File: config.mk
export PLATFORM = sky130hd
export DESIGN_NAME = countdown_ctrl_flat
export DESIGN_NICKNAME = d
export VERILOG_FILES = /design/src/rtl/countdown_pkg.sv /design/src/rtl/countdown_ctrl_if.sv /design/src/rtl/countdown_ctrl_seg7_decode.sv /design/src/rtl/countdown_ctrl.sv /design/src/flat_wrapper.sv
export SDC_FILE = /design/constraint.sdc
export NUM_CORES = 1
export LEC_CHECK = 0
export ABC_AREA = 1
export BUFFER_PORTS_ARGS = -buffer_cell sky130_fd_sc_hd__buf_4
export CORE_ASPECT_RATIO = 1.1
export CORE_UTILIZATION = 38
export DETAILED_ROUTE_END_ITERATION = 8
export GPL_ROUTABILITY_DRIVEN = 0
export GPL_TIMING_DRIVEN = 1
export PLACE_DENSITY = 0.51
export REMOVE_ABC_BUFFERS = 1
export SETUP_SLACK_MARGIN = 0.3
export SYNTH_ARGS = -nofsm -noshare
export SYNTH_HDL_FRONTEND = slang
export SYNTH_SLANG_ARGS = --single-unit
export TNS_END_PERCENT = 50
File: constraint.sdc
create_clock -name clk -period 3.33 [get_ports clk]
set_input_delay 0.4995 -clock clk [delete_from_list [all_inputs] [get_ports clk]]
set_output_delay 0.4995 -clock clk [all_outputs]
set_load 0.005 [all_outputs]
File: src/rtl/countdown_pkg.sv
// Shared types, segment codes and BCD helpers for the countdown display controller.
package countdown_pkg;

    localparam int DIGIT_W = 4;

    typedef enum logic [1:0] {
        IDLE  = 2'd0,
        RUN   = 2'd1,
        PAUSE = 2'd2,
        DONE  = 2'd3
    } state_t;

    // Active-low {a,b,c,d,e,f,g}
    localparam logic [6:0] SEG_0   = 7'b0000001;
    localparam logic [6:0] SEG_1   = 7'b1001111;
    localparam logic [6:0] SEG_2   = 7'b0010010;
    localparam logic [6:0] SEG_3   = 7'b0000110;
    localparam logic [6:0] SEG_4   = 7'b1001100;
    localparam logic [6:0] SEG_5   = 7'b0100100;
    localparam logic [6:0] SEG_6   = 7'b0100000;
    localparam logic [6:0] SEG_7   = 7'b0001111;
    localparam logic [6:0] SEG_8   = 7'b0000000;
    localparam logic [6:0] SEG_9   = 7'b0000100;
    localparam logic [6:0] SEG_OFF = 7'b1111111;

    function automatic logic [6:0] seg_encode(input logic [DIGIT_W-1:0] digit);
        case (digit)
            4'd0:    seg_encode = SEG_0;
            4'd1:    seg_encode = SEG_1;
            4'd2:    seg_encode = SEG_2;
            4'd3:    seg_encode = SEG_3;
            4'd4:    seg_encode = SEG_4;
            4'd5:    seg_encode = SEG_5;
            4'd6:    seg_encode = SEG_6;
            4'd7:    seg_encode = SEG_7;
            4'd8:    seg_encode = SEG_8;
            4'd9:    seg_encode = SEG_9;
            default: seg_encode = SEG_OFF;
        endcase
    endfunction

    function automatic logic [15:0] clamp_bcd(input logic [15:0] value);
        logic [15:0] result;
        result = '0;
        for (int i = 0; i < 4; i++) begin
            if (value[i*DIGIT_W +: DIGIT_W] > 4'd9)
                result[i*DIGIT_W +: DIGIT_W] = 4'd9;
            else
                result[i*DIGIT_W +: DIGIT_W] = value[i*DIGIT_W +: DIGIT_W];
        end
        return result;
    endfunction

    // Ripple borrow: a zero digit wraps to 9 and passes the borrow upward
    function automatic logic [15:0] bcd_decrement(input logic [15:0] value);
        logic [15:0] result;
        logic        borrow;
        result = value;
        borrow = 1'b1;
        for (int i = 0; i < 4; i++) begin
            if (borrow) begin
                if (value[i*DIGIT_W +: DIGIT_W] == 4'd0) begin
                    result[i*DIGIT_W +: DIGIT_W] = 4'd9;
                end else begin
                    result[i*DIGIT_W +: DIGIT_W] = value[i*DIGIT_W +: DIGIT_W] - 4'd1;
                    borrow = 1'b0;
                end
            end
        end
        return result;
    endfunction

endpackage

File: src/rtl/countdown_ctrl_if.sv
// Button inputs and display outputs of the countdown controller.
interface countdown_ctrl_if;
    logic        start_btn;
    logic        stop_btn;
    logic        load_btn;
    logic [15:0] load_val;
    logic [6:0]  seg;
    logic [3:0]  an;
    logic        running;
    logic        done;

    modport master (
        output start_btn, stop_btn, load_btn, load_val,
        input  seg, an, running, done
    );

    modport slave (
        input  start_btn, stop_btn, load_btn, load_val,
        output seg, an, running, done
    );
endinterface

File: src/rtl/countdown_ctrl_seg7_decode.sv
// BCD digit to active-low seven-segment pattern; non-decimal codes blank the digit.
module seg7_decode
    import countdown_pkg::*;
(
    input  logic [DIGIT_W-1:0] digit,
    output logic [6:0]         seg
);
    always_comb begin
        seg = seg_encode(digit);
    end
endmodule

File: src/rtl/countdown_ctrl.sv
// Start/pause/load/done countdown sequencer with a multiplexed 4-digit display scan.
module countdown_ctrl
    import countdown_pkg::*;
#(
    parameter int unsigned TICK_DIV  = 100_000_000,
    parameter int unsigned SCAN_DIV  = 100_000,
    parameter logic [15:0] START_VAL = 16'h0100
) (
    input  logic           clk,
    input  logic           rst_n,
    countdown_ctrl_if.slave bus
);
    localparam int TICK_W = (TICK_DIV > 1) ? $clog2(TICK_DIV) : 1;
    localparam int SCAN_W = (SCAN_DIV > 1) ? $clog2(SCAN_DIV) : 1;
    localparam logic [TICK_W-1:0] TICK_LAST = TICK_W'(TICK_DIV - 1);
    localparam logic [SCAN_W-1:0] SCAN_LAST = SCAN_W'(SCAN_DIV - 1);

    state_t              state, state_next;
    logic [15:0]         count, count_next;
    logic [TICK_W-1:0]   tick_cnt, tick_next;
    logic [SCAN_W-1:0]   scan_cnt, scan_next;
    logic [1:0]          digit_sel, sel_next;
    logic                start_prev, stop_prev, load_prev;
    logic                start_ev, stop_ev, load_ev;
    logic                tick_hit;
    logic [15:0]         dec_val;
    logic [DIGIT_W-1:0]  shown_digit;
    logic [6:0]          seg_next;
    logic [6:0]          seg_q;
    logic [3:0]          an_q;

    assign start_ev = bus.start_btn & ~start_prev;
    assign stop_ev  = bus.stop_btn  & ~stop_prev;
    assign load_ev  = bus.load_btn  & ~load_prev;
    assign tick_hit = (tick_cnt == TICK_LAST);
    assign dec_val  = bcd_decrement(count);

    always_ff @(posedge clk or negedge rst_n) begin
        if (!rst_n) begin
            state      <= IDLE;
            count      <= START_VAL;
            tick_cnt   <= '0;
            start_prev <= 1'b0;
            stop_prev  <= 1'b0;
            load_prev  <= 1'b0;
        end else begin
            state      <= state_next;
            count      <= count_next;
            tick_cnt   <= tick_next;
            start_prev <= bus.start_btn;
            stop_prev  <= bus.stop_btn;
            load_prev  <= bus.load_btn;
        end
    end

    // Only the highest-priority event (load, then stop, then start) is acted on;
    // any event in RUN swallows a coinciding decrement.
    always_comb begin
        state_next = state;
        count_next = count;
        tick_next  = tick_cnt;
        case (state)
            IDLE: begin
                if (load_ev) begin
                    count_next = clamp_bcd(bus.load_val);
                end else if (!stop_ev && start_ev) begin
                    state_next = (count != '0) ? RUN : DONE;
                    tick_next  = '0;
                end
            end
            RUN: begin
                if (load_ev) begin
                    count_next = clamp_bcd(bus.load_val);
                    state_next = IDLE;
                end else if (stop_ev) begin
                    state_next = PAUSE;
                end else begin
                    tick_next = tick_hit ? '0 : tick_cnt + TICK_W'(1);
                    if (tick_hit && !start_ev) begin
                        count_next = dec_val;
                        if (dec_val == '0)
                            state_next = DONE;
                    end
                end
            end
            PAUSE: begin
                if (load_ev) begin
                    count_next = clamp_bcd(bus.load_val);
                    state_next = IDLE;
                end else if (!stop_ev && start_ev) begin
                    state_next = RUN;
                    tick_next  = '0;
                end
            end
            DONE: begin
                if (load_ev) begin
                    count_next = clamp_bcd(bus.load_val);
                    state_next = IDLE;
                end
            end
            default: state_next = IDLE;
        endcase
    end

    always_comb begin
        scan_next = scan_cnt + SCAN_W'(1);
        sel_next  = digit_sel;
        if (scan_cnt == SCAN_LAST) begin
            scan_next = '0;
            sel_next  = digit_sel + 2'd1;
        end
    end

    // Decode from next-cycle values so seg always matches the anode lit beside it
    assign shown_digit = count_next[sel_next*DIGIT_W +: DIGIT_W];

    seg7_decode u_decode (
        .digit (shown_digit),
        .seg   (seg_next)
    );

    always_ff @(posedge clk or negedge rst_n) begin
        if (!rst_n) begin
            scan_cnt  <= '0;
            digit_sel <= 2'd0;
            an_q      <= 4'b1110;
            seg_q     <= seg_encode(START_VAL[DIGIT_W-1:0]);
        end else begin
            scan_cnt  <= scan_next;
            digit_sel <= sel_next;
            an_q      <= ~(4'b0001 << sel_next);
            seg_q     <= seg_next;
        end
    end

    assign bus.seg     = seg_q;
    assign bus.an      = an_q;
    assign bus.running = (state == RUN);
    assign bus.done    = (state == DONE);

endmodule
File: src/flat_wrapper.sv
// flat-port wrapper written by rule: the top's interface ports become plain ports
module countdown_ctrl_flat import countdown_pkg::*;
#(
    parameter int unsigned TICK_DIV  = 100_000_000,
    parameter int unsigned SCAN_DIV  = 100_000,
    parameter logic [15:0] START_VAL = 16'h0100
)
  (clk, rst_n, bus_start_btn, bus_stop_btn, bus_load_btn, bus_load_val, bus_seg, bus_an, bus_running, bus_done);
  countdown_ctrl_if bus_i ();
  input  logic clk;
  input  logic rst_n;
  input wire logic [$bits(bus_i.start_btn)-1:0] bus_start_btn;
  input wire logic [$bits(bus_i.stop_btn)-1:0] bus_stop_btn;
  input wire logic [$bits(bus_i.load_btn)-1:0] bus_load_btn;
  input wire logic [$bits(bus_i.load_val)-1:0] bus_load_val;
  output wire logic [$bits(bus_i.seg)-1:0] bus_seg;
  output wire logic [$bits(bus_i.an)-1:0] bus_an;
  output wire logic [$bits(bus_i.running)-1:0] bus_running;
  output wire logic [$bits(bus_i.done)-1:0] bus_done;
  assign bus_i.start_btn = bus_start_btn;
  assign bus_i.stop_btn = bus_stop_btn;
  assign bus_i.load_btn = bus_load_btn;
  assign bus_i.load_val = bus_load_val;
  assign bus_seg = bus_i.seg;
  assign bus_an = bus_i.an;
  assign bus_running = bus_i.running;
  assign bus_done = bus_i.done;
  countdown_ctrl #(.TICK_DIV(TICK_DIV), .SCAN_DIV(SCAN_DIV), .START_VAL(START_VAL)) u_core (.clk(clk), .rst_n(rst_n), .bus(bus_i));
endmodule
==> out/qor.txt, run 1 <==
ant diodes = 0
Cell Rows = 43
Clock Tree Buf Depth = 2
Synth Cell Area = 0.00500 sq mm
CP endpoint kind = flip-flop
Clock Sinks = 78
number of flops mapped to enable cells by yosys = 0
crit path time final = 2.68 ns
# IOs = 34
# DRC = 0
Post-Layout Inst Area = 0.00572 sq mm
Total Routing Usage GR = 0.194
total number of H-tree levels = 3
P&R area growth vs syn = 14.5%
WP data required = 3.57 ns
power per cell area = 635 mW/mm^2
DP Area = 0.00542 sq mm
Core Region = 0.0127 sq mm
fin crit share = 0.806
Clk Latency, worst-skew pair = 0.34 ns
Synth cell types = 49
clk_skew = 0.00969 ns
cell count after synthesis = 681
Final #Nets = 750
Die ar. = 0.0136 sq mm
Overflow after GRT = 0
Synth Register Bits = 78
mean routed wirelength per cell = 13.9 um
final setup TNS = 0 ns
crit path DAT = 2.92 ns
pre-CTS WS = 0.499 ns
Startpoint Class = flip-flop
Final setup viols = 0
CP Class = reg2reg
worst-case headroom to the max-slew limit = 0.310
RSZ-0062 raised after global routing = false
Max Fclk = 373 MHz
Psw = 1.45 mW
IO buf count = 33
hpwl dp = 9180 um
Starting Density = 0.394
sw frac = 0.399
status = finished clean
Hold Crit Class = in2reg
first-pass GRT wire length = 20500 um
vias in the first global route = 4242
largest net degree at the start of global routing = 79
Slew @ Worst Pin = 1.04 ns
post-synthesis async set-or-reset flop share = 1.00
worst vdd ir = 366 uV
fillers = 1316
Initial DRC Count = 214
cell internal pwr = 2.19 mW
post-layout util = 0.451
Max Slew Vio Count = 0
total CTS buffers = 9
initial antenna violation count = 0
Antenna Nets Post-Route = 0
Pleak = 2.84 nW
Synthesis Warnings = 0
layout cells sized above 1 = 0.187
Final Worst Setup Slack = 0.647 ns
fraction of the yosys area taken by sequential cells = 0.392
Total Routed Length = 12300 um
sequential share of power = 0.351
CP max FO = 6
Via density = 4.95
Avg Cell Area, Syn = 7.34 sq um
clock share of power = 0.275
clk root buf = clkbuf_16
Top FF cell, synth = dfrtp_1
Die H = 122 um
final hold violation count = 0
DIE WIDTH = 111 um
CTS tree = done
CTS clk-pin slew, worst paths = 0.07 ns
Comb power frac = 0.374
DR vias = 4372
Pre-antenna DRT Iters = 5
MaxCap Viol Count = 0
[logic make-up (layout without fill, tap and decap cells)]
logic type               count (synthesis)  in the layout  share of synthesized area
buffers and inverters                  119            164                     0.0949
XOR/XNOR                                 5              5                    0.00876
AND/OR/NAND/NOR                        393            393                      0.397
flip-flops                              78             78                      0.392
adder cells (fa/ha/maj)                  8              8                     0.0200
AO/OA/AOI/OAI                           78             78                     0.0876
[cells in the mapped netlist (4+ instances only)]
library cell / count / area share
nand4_1: 15 / 0.019
nand2_2: 18 / 0.023
nand2_4: 7 / 0.016
nor2_2: 9 / 0.011
nor2_4: 9 / 0.020
nor3_1: 16 / 0.016
nor2_1: 66 / 0.050
inv_1: 96 / 0.072
dfstp_2: 5 / 0.026
and2_1: 5 / 0.0063
xor2_1: 4 / 0.0070
nand3_2: 6 / 0.012
nand2_1: 168 / 0.13
nand3_1: 55 / 0.055
dfrtp_1: 73 / 0.37
o21ai_0: 32 / 0.032
ha_1: 8 / 0.020
inv_2: 10 / 0.0075
a21oi_1: 30 / 0.030
[path summary, 6_finish.rpt]
path / start / endpoint / slack, ns / cells after the start
setup reg to reg: u_core.tick_cnt[0] / u_core.bus.seg[3] / 0.65 / 19
hold reg to reg: u_core.scan_cnt[0] / u_core.scan_cnt[0] / 0.46 / 1
min in group asynchronous: rst_n / u_core.scan_cnt[10] / 0.35 / 1
setup / recovery: u_core.tick_cnt[0] / u_core.bus.seg[3] / 0.65 / 19
max in group asynchronous: rst_n / u_core.tick_cnt[5] / 2.33 / 1
hold / removal: bus_load_btn / u_core.load_prev / 0.28 / 1
[worst max-delay path, cell delays in order, from the launching register on]
cell     delay, ns
dfrtp_1       0.38
ha_1          0.18
nand2_1       0.07
inv_1         0.07
nand2_1       0.09
nor2_4        0.17
nand2_2       0.10
nor2_4        0.17
nand3_2       0.15
nand2_1       0.11
nand3_1       0.09
nand3_1       0.11
nand3_1       0.11
nor2_2        0.22
inv_1         0.11
ha_1          0.21
inv_1         0.05
nand2_1       0.06
nand3_1       0.08
nand2_1       0.05
[flip-flops by register name, summed over array words and instances (netlist names)]
name	cells
u_core.state	2
u_core.start_prev	1
u_core.stop_prev	1
u_core.scan_cnt	17
u_core.tick_cnt	27
u_core.count	16
u_core.bus.seg	7
u_core.bus.an	4
u_core.digit_sel	2
u_core.load_prev	1
[layout by cell type (no fill, tap or decap), types with 10 or more instances in the layout]
cell     synthesis  routed
inv_2           10      10
nor2_1          66      65
a21oi_1         30      30
nand2_1        168     168
nand3_1         55      55
nor2_2           9      10
buf_4            0      37
dfrtp_1         73      73
nand4_1         15      15
nor3_1          16      16
nand2_2         18      18
inv_1           96      96
o21ai_0         32      32
[layout make-up]
type                       count  area, sq um  share of cell area
clock buffer                   9          225              0.0393
clock inverter                 7         73.8              0.0129
inverter                     111          425              0.0743
multi-input combinational    484         2570               0.449
sequential                    78         1960               0.342
tap                          157          196              0.0343
timing repair buffer          37          278              0.0485
[power groups by stage]
stage | clock [mW] | sequential (mW) | combinational (mW)
finish | 1.00 | 1.28 | 1.36
global route | 1.07 | 1.30 | 1.54
CTS | 1.03 | 1.28 | 1.37
detailed placement | 0 | 1.29 | 1.36
global placement | 0 | 1.29 | 1.37
floorplan | 0 | 1.26 | 0.957
[through the flow]
step	power, mW	instances	hold WS, ns
after floorplan	2.22	673	0.204
after global placement	2.66	867	0.445
after detailed placement	2.66	867	0.457
after CTS	3.68	883	0.270
after global routing	3.91	883	0.272
final	3.64	883	0.278
[metal layers]
metal,share of wire,global-route usage,up-vias,routed length (um)
met4,0.025,0.0997,0,313
li1,-,-,2262,-
met5,0,0,-,0
met3,0.033,0.0262,20,405
met2,0.47,0.318,92,5810
met1,0.47,0.252,1998,5790
[timing repair]
| item | 4_1_cts | 5_1_grt |
|---|---|---|
| hold buffers | 0 | 0 |
| buffers inserted | 0 | 0 |
| setup endpoints to repair | 0 | 4 |
| gates resized for setup | 0 | 1 |
Note: power is estimated with default switching activity, not from simulation.
==> run 2: changes to the inputs <==
clock period = 2.5 ns   (was 3.33 ns; I/O delays follow)
==> run 2 against run 1 <==
The flow now finishes with violations (hold timing). Non-clock buffer count grew 60. Sequential share of layout area fell by 4.5 points. First-iteration DRC count decreased by 5.1%. Setup slack lost 0.47 ns. Clock skew barely moved. Global-route usage rose by 1.8 points. Largest power group unchanged. Highest routed layer unchanged.
==> out/qor.txt, run 2 (synthesis gave the netlist of run 1 again) <==
Max Slew Vio Count = 0 (unchanged)
WP buf/inv = 2 (was 3)
# DRC = 0 (unchanged)
Initial DRC Count = 203 (was 214)
Max Fclk = 431 MHz (was 373 MHz)
final setup TNS = 0 ns (unchanged)
CTS tree = done (unchanged)
Final #Nets = 811 (was 750)
Pleak = 3.25 nW (was 2.84 nW)
CP Class = reg2reg (unchanged)
Pre-antenna DRT Iters = 4 (was 5)
layout cells sized above 1 = 0.338 (was 0.187)
status = finished with violations (was finished clean)
Final Worst Setup Slack = 0.178 ns (was 0.647 ns)
DP Area = 0.00565 sq mm (was 0.00542 sq mm)
Critical Path Sink = u_core.bus.seg[5] (was u_core.bus.seg[3])
Hold Crit Class = in2async (was in2reg)
delay-heaviest family, CP = simple AND/OR/NAND/NOR gates (unchanged)
biggest regs = u_core.tick_cnt x27, u_core.scan_cnt x17, u_core.count x16 (unchanged)
mean routed wirelength per cell = 14.5 um (was 13.9 um)
power per cell area = 830 mW/mm^2 (was 635 mW/mm^2)
CP Cell Sequence = ha_2 -> nand2_2 -> inv_2 -> nand2_2 -> nor2_4 -> nand2_4 -> nor2_4 -> buf_6 -> nand2_4 -> nor2_1 -> nand2_1 -> nand2_1 -> nand2_2 -> nand2_2 -> nand2_4 -> nor2_4 -> nand2_2 -> nand2_4 -> nand2_1 (was ha_1 -> nand2_1 -> inv_1 -> nand2_1 -> nor2_4 -> nand2_2 -> nor2_4 -> nand3_2 -> nand2_1 -> nand3_1 -> nand3_1 -> nand3_1 -> nor2_2 -> inv_1 -> ha_1 -> inv_1 -> nand2_1 -> nand3_1 -> nand2_1)
DIE WIDTH = 111 um (unchanged)
Largest register FFs = 27 (unchanged)
CP max FO = 6 (unchanged)
cts hold-fix bufs = 0 (unchanged)
Overall Power = 5.49 mW (was 3.64 mW)
vias in the first global route = 4632 (was 4242)
CP endpoint kind = flip-flop (unchanged)
largest net degree at the start of global routing = 45 (was 79)
Total Routed Length = 13700 um (was 12300 um)
Cell Rows = 43 (unchanged)
MaxCap Viol Count = 0 (unchanged)
Startpoint Class = flip-flop (unchanged)
r2r startpoint = u_core.tick_cnt[0] (unchanged)
Final setup viols = 0 (unchanged)
Levels on crit path = 19 (unchanged)
post-placement cell count = 894 (was 867)
hpwl dp = 9900 um (was 9180 um)
non-filler instance count after layout = 944 (was 883)
Die H = 122 um (unchanged)
Clk Latency, worst-skew pair = 0.35 ns (was 0.34 ns)
Via density = 4.97 (was 4.95)
Total Routing Usage GR = 0.211 (was 0.194)
fin crit share = 0.929 (was 0.806)
crit path from = u_core.tick_cnt[0] (unchanged)
Clock Tree Buf Depth = 2 (unchanged)
total number of H-tree levels = 3 (unchanged)
Top reg by flops = u_core.tick_cnt (unchanged)
Starting Density = 0.394 (unchanged)
cell mode on critical path = nand2_2 (was nand2_1)
Fin Hold WS = -0.00869 ns (was 0.278 ns)
crit path max-delay cell type = dfrtp_1 (unchanged)
Die ar. = 0.0136 sq mm (unchanged)
post-layout util = 0.521 (was 0.451)
total CTS buffers = 9 (unchanged)
final hold violation count = 9 (was 0)
CTS clk-pin slew, worst paths = 0.07 ns (about the same)
Antenna Nets Post-Route = 0 (unchanged)
DR vias = 4690 (was 4372)
RSZ-0062 raised after global routing = true (was false)
reg-to-reg slack, setup = 0.18 ns (was 0.65 ns)
ant diodes = 0 (unchanged)
failing checks = hold timing
WP data required = 2.74 ns (was 3.57 ns)
IO buf count = 33 (unchanged)
worst vdd ir = 481 uV (was 366 uV)
P&R area growth vs syn = 32.3% (was 14.5%)
worst-case reg-to-reg path depth = 19 (unchanged)
initial antenna violation count = 0 (unchanged)
clk_skew = 0.00964 ns (was 0.00969 ns)
pre-CTS WS = -0.0245 ns (was 0.499 ns)
Slew @ Worst Pin = 0.497 ns (was 1.04 ns)
Post-Layout Inst Area = 0.00661 sq mm (was 0.00572 sq mm)
Clock Sinks = 78 (unchanged)
first-pass GRT wire length = 22300 um (was 20500 um)
clk root buf = clkbuf_16 (unchanged)
crit path time final = 2.32 ns (was 2.68 ns)
# IOs = 34 (unchanged)
commonest non-fill, non-tap cell in the layout = nand2_1 (unchanged)
worst r2r dst = u_core.bus.seg[5] (was u_core.bus.seg[3])
worst-case headroom to the max-slew limit = 0.666 (was 0.310)
Core Region = 0.0127 sq mm (unchanged)
crit path DAT = 2.56 ns (was 2.92 ns)
Overflow after GRT = 0 (unchanged)
commonest non-fill, non-tap cells in the layout = 143 x nand2_1, 91 x buf_4, 89 x inv_1, 70 x dfrtp_1, 57 x nor2_1 (was 168 x nand2_1, 96 x inv_1, 73 x dfrtp_1, 65 x nor2_1, 55 x nand3_1)
max incr delay on CP = 0.37 ns (was 0.38 ns)
run 2: cell type report:
class	count	area (sq um)
Clock inverter	6	93.8
Inverter	111	437
Fill cell	1229	6090
Clock buffer	10	229
Timing Repair Buffer	97	768
Tap cell	157	196
Multi-Input combinational cell	485	2920
Sequential cell	78	1960
run 2: what timing repair did:
action,4_1_cts,5_1_grt
gates cloned,0,1
resized for setup,50,53
setup endpoints to repair,7,28
buffers inserted,17,16
pin swaps,30,46
run 2: power by group:
group	internal [mW]	switching (mW)	leakage, nW
Clock	0.884	0.578	0.154
Combinational	0.884	1.44	2.10
Sequential	1.50	0.200	0.997
Total	3.27	2.22	3.25
run 2: metal layers:
metal / track usage / share of wire / vias up
met2: 0.366 / 0.49 / 67
met1: 0.257 / 0.44 / 2214
li1: - / - / 2379
met5: 0 / 0 / -
met3: 0.0281 / 0.028 / 30
met4: 0.116 / 0.037 / 0
run 2: how the worst min path moves through the flow:
stage / cells after the start / end / from
CTS: 1 / u_core.scan_cnt[16] / rst_n
global placement: 1 / u_core.scan_cnt[11] / rst_n
floorplan: 0 / u_core.bus.an[0] / rst_n
global route: 1 / u_core.scan_cnt[15] / rst_n
finish: 1 / u_core.scan_cnt[11] / rst_n
detailed placement: 1 / u_core.scan_cnt[11] / rst_n
==> run 3: changes to the inputs <==
ABC_AREA = not set   (was 1)
BUFFER_PORTS_ARGS = not set   (was -buffer_cell sky130_fd_sc_hd__buf_4)
DONT_BUFFER_PORTS = 1   (was not set)
GPL_TIMING_DRIVEN = 0   (was 1)
PLACE_DENSITY = 0.49   (was 0.51)
==> run 3 against run 2 <==
The flow finishes with violations (setup timing). Design area is 14% lower. Clock-buffer cell count unchanged. Non-clock buffer count down 62. Core utilization is 2.7 points lower. Register-to-register slack worse by 1.1 ns. Critical path depth decreased by 8. Area after synthesis decreased by 9.1%. Power shrank 41%. Hold slack gained 0.071 ns. Setup slack worse by 1.1 ns. Critical endpoint is now u_core.bus.seg[3]. Largest cell class unchanged. Highest routed layer unchanged.
==> out/qor.txt, run 3 <==
Synth cell types = 65 (was 49)
Cell Rows = 41 (was 43)
final hold violation count = 0 (was 9)
worst-case headroom to the max-slew limit = 0.611 (was 0.666)
fraction of the yosys area taken by sequential cells = 0.431 (was 0.392)
Startpoint Class = flip-flop (unchanged)
CP Class = reg2reg (unchanged)
Synth Cell Area = 0.00454 sq mm (was 0.00500 sq mm)
Pre-antenna DRT Iters = 5 (was 4)
Antenna Nets Post-Route = 0 (unchanged)
biggest regs = u_core.tick_cnt x27, u_core.scan_cnt x17, u_core.count x16 (unchanged)
Post-Layout Inst Area = 0.00570 sq mm (was 0.00661 sq mm)
Total Routing Usage GR = 0.210 (was 0.211)
Psw = 976 uW (was 2.22 mW)
mean routed wirelength per cell = 17.7 um (was 14.5 um)
crit path max-delay cell type = or4_4 (was dfrtp_1)
crit path DAT = 3.65 ns (was 2.56 ns)
Initial DRC Count = 197 (was 203)
post-synthesis async set-or-reset flop share = 1.00 (unchanged)
failing checks = setup timing (was hold timing)
CTS clk-pin slew, worst paths = 0.07 ns (about the same)
final setup TNS = -6.22 ns (was 0 ns)
worst-case reg-to-reg path depth = 11 (was 19)
Via density = 5.71 (was 4.97)
Avg Cell Area, Syn = 9.03 sq um (was 7.34 sq um)
fin crit share = 1.37 (was 0.929)
Die ar. = 0.0124 sq mm (was 0.0136 sq mm)
WP data required = 2.72 ns (was 2.74 ns)
Final #Nets = 562 (was 811)
Overflow after GRT = 0 (unchanged)
first-pass GRT wire length = 20000 um (was 22300 um)
CP Cell Sequence = nor4_4 -> buf_4 -> nand3_2 -> or4_4 -> or4_4 -> a311oi_4 -> a2111oi_4 -> buf_4 -> ha_4 -> mux2i_2 -> a22oi_1 (was ha_2 -> nand2_2 -> inv_2 -> nand2_2 -> nor2_4 -> nand2_4 -> nor2_4 -> buf_6 -> nand2_4 -> nor2_1 -> nand2_1 -> nand2_1 -> nand2_2 -> nand2_2 -> nand2_4 -> nor2_4 -> nand2_2 -> nand2_4 -> nand2_1)
layout cells sized above 1 = 0.262 (was 0.338)
hold_sp = bus_start_btn
clk root buf = clkbuf_16 (unchanged)
post-placement cell count = 637 (was 894)
initial antenna violation count = 0 (unchanged)
DR vias = 3929 (was 4690)
Clock Tree Buf Depth = 2 (unchanged)
non-filler instance count after layout = 688 (was 944)
post-layout util = 0.494 (was 0.521)
crit path time final = 3.44 ns (was 2.32 ns)
top post-synthesis cells by count = 73 x dfrtp_1, 49 x nor2_1, 45 x nand2_1 (was 168 x nand2_1, 96 x inv_1, 73 x dfrtp_1)
Synthesis Warnings = 0 (unchanged)
max incr delay on CP = 0.58 ns (was 0.37 ns)
total number of H-tree levels = 3 (unchanged)
Core Region = 0.0115 sq mm (was 0.0127 sq mm)
worst vdd ir = 243 uV (was 481 uV)
Hold Path End = u_core.start_prev
largest net degree at the start of global routing = 79 (was 45)
Slew @ Worst Pin = 0.581 ns (was 0.497 ns)
Clk Latency, worst-skew pair = 0.34 ns (was 0.35 ns)
top cells by area, synth = dfrtp_1 40%, nor2_1 4.0%, nand2_1 3.7% (was dfrtp_1 37%, nand2_1 13%, inv_1 7.2%)
total CTS buffers = 9 (unchanged)
Top FF cell, synth = dfrtp_1 (unchanged)
sw frac = 0.301 (was 0.404)
sequential share of power = 0.453 (was 0.310)
vias in the first global route = 3923 (was 4632)
Largest register FFs = 27 (unchanged)
cell internal pwr = 2.27 mW (was 3.27 mW)
# DRC = 0 (unchanged)
Top reg by flops = u_core.tick_cnt (unchanged)
commonest non-fill, non-tap cells in the layout = 70 x dfrtp_1, 45 x nor2_1, 43 x nand2_1, 29 x o21ai_0, 29 x buf_4 (was 143 x nand2_1, 91 x buf_4, 89 x inv_1, 70 x dfrtp_1, 57 x nor2_1)
Starting Density = 0.394 (about the same)
commonest non-fill, non-tap cell in the layout = dfrtp_1 (was nand2_1)
Hold Crit Class = in2reg (was in2async)
Synth top area share = 0.402 (was 0.366)
clock share of power = 0.372 (was 0.266)
Synth Register Bits = 78 (unchanged)
# IOs = 34 (unchanged)
r2r startpoint = u_core.count[1] (was u_core.tick_cnt[0])
Comb power frac = 0.175 (was 0.423)
Overall Power = 3.25 mW (was 5.49 mW)
most common cell in the netlist = dfrtp_1 (was nand2_1)
pre-CTS WS = -1.65 ns (was -0.0245 ns)
reg-to-reg slack, setup = -0.94 ns (was 0.18 ns)
power per cell area = 569 mW/mm^2 (was 830 mW/mm^2)
Final setup viols = 11 (was 0)
IO buf count = 0 (was 33)
Max Slew Vio Count = 0 (unchanged)
MaxCap Viol Count = 0 (unchanged)
Max Fclk = 291 MHz (was 431 MHz)
Clock Sinks = 78 (unchanged)
CTS tree = done (unchanged)
RSZ-0062 raised after global routing = true (unchanged)
CP endpoint kind = flip-flop (unchanged)
Fin Hold WS = 0.0620 ns (was -0.00869 ns)
DIE WIDTH = 106 um (was 111 um)
P&R area growth vs syn = 25.5% (was 32.3%)
cell count after synthesis = 503 (was 681)
Die H = 117 um (was 122 um)
Final Worst Setup Slack = -0.936 ns (was 0.178 ns)
hold depth = 0
clk_skew = 0.0114 ns (was 0.00964 ns)
Total Routed Length = 12200 um (was 13700 um)
post-synth top area cell = dfrtp_1 (unchanged)
hpwl dp = 8110 um (was 9900 um)
number of flops mapped to enable cells by yosys = 0 (unchanged)
Pleak = 2.20 nW (was 3.25 nW)
DP Area = 0.00468 sq mm (was 0.00565 sq mm)
status = finished with violations (unchanged)
CP max FO = 6 (unchanged)
worst r2r dst = u_core.bus.seg[3] (was u_core.bus.seg[5])
ant diodes = 0 (unchanged)
==> run 3: cell count changes after synthesis, moves of 10 or more <==
cell / delta
a21oi_1: -10
xnor2_1: +18
inv_1: -77
or3_1: +14
nand2_1: -123
nand3_1: -28
nand2_2: -18
clkbuf_1: +13
nor2_1: -17
and3_1: +10
==> run 3: worst max-delay path: cells and delay by family (launching register included) <==
family          cells  cell delay [ns]
fa+ha+maj           1             0.15
buf+inv             2             0.36
simple gates        4             1.58
compound gates      3             0.59
mux                 1             0.16
flops               1             0.47
==> run 3: routing by layer <==
metal | share of wire | track usage
met3 | 0.041 | 0.0530
met5 | 0 | 0
met4 | 0.037 | 0.107
met2 | 0.49 | 0.350
met1 | 0.44 | 0.253
==> run 3: worst max path at each step <==
stage                             start           endpoint  slack [ns]  cells past startpoint
finish                  u_core.count[1]  u_core.bus.seg[3]       -0.94                     11
floorplan           u_core.scan_cnt[12]  u_core.bus.seg[1]       -0.95                     10
CTS                 u_core.tick_cnt[19]  u_core.bus.seg[1]       -0.90                     11
global route            u_core.count[1]  u_core.bus.seg[3]       -1.02                     11
detailed placement  u_core.scan_cnt[12]  u_core.bus.seg[1]       -1.65                     10
global placement    u_core.scan_cnt[12]  u_core.bus.seg[1]       -1.63                     10
==> run 3: area by class of cell <==
cell class / instances / area (sq um)
clock inverters: 6 / 38.8
well taps: 150 / 188
inverters: 20 / 78.8
repair inverters: 1 / 5.00
flip-flops and latches: 78 / 1960
multi-input cells: 388 / 2890
repair buffers: 35 / 313
clock buffers: 10 / 229
fillers: 1085 / 5840
==> run 3: kinds of logic (layout without fill, tap and decap cells) <==
group                    Yosys count  count (layout)  share of synthesized area
AND/OR/NAND/NOR                  244             244                      0.297
buffers and inverters             37              72                     0.0311
multiplexers                       6               6                     0.0135
AO/OA/AOI/OAI                    100             100                      0.148
adder cells (fa/ha/maj)            8               8                     0.0220
XOR/XNOR                          30              30                     0.0578
flip-flops                        78              78                      0.431
==> run 3: power by group through the flow <==
stage	Combinational [mW]	Sequential [mW]	Clock (mW)
floorplan	0.294	1.45	0
global placement	0.379	1.48	0
detailed placement	0.386	1.48	0
CTS	0.469	1.47	1.24
global route	0.628	1.48	1.30
finish	0.568	1.47	1.21
==> run 3: repair_timing <==
item                                    4_1_cts  5_1_grt
pin swaps                                    24       15
gates resized for setup                      48       47
hold endpoints to repair                     78       78
buffers inserted                             22       10
endpoints found under the setup margin       62       55
cloned                                        1        0
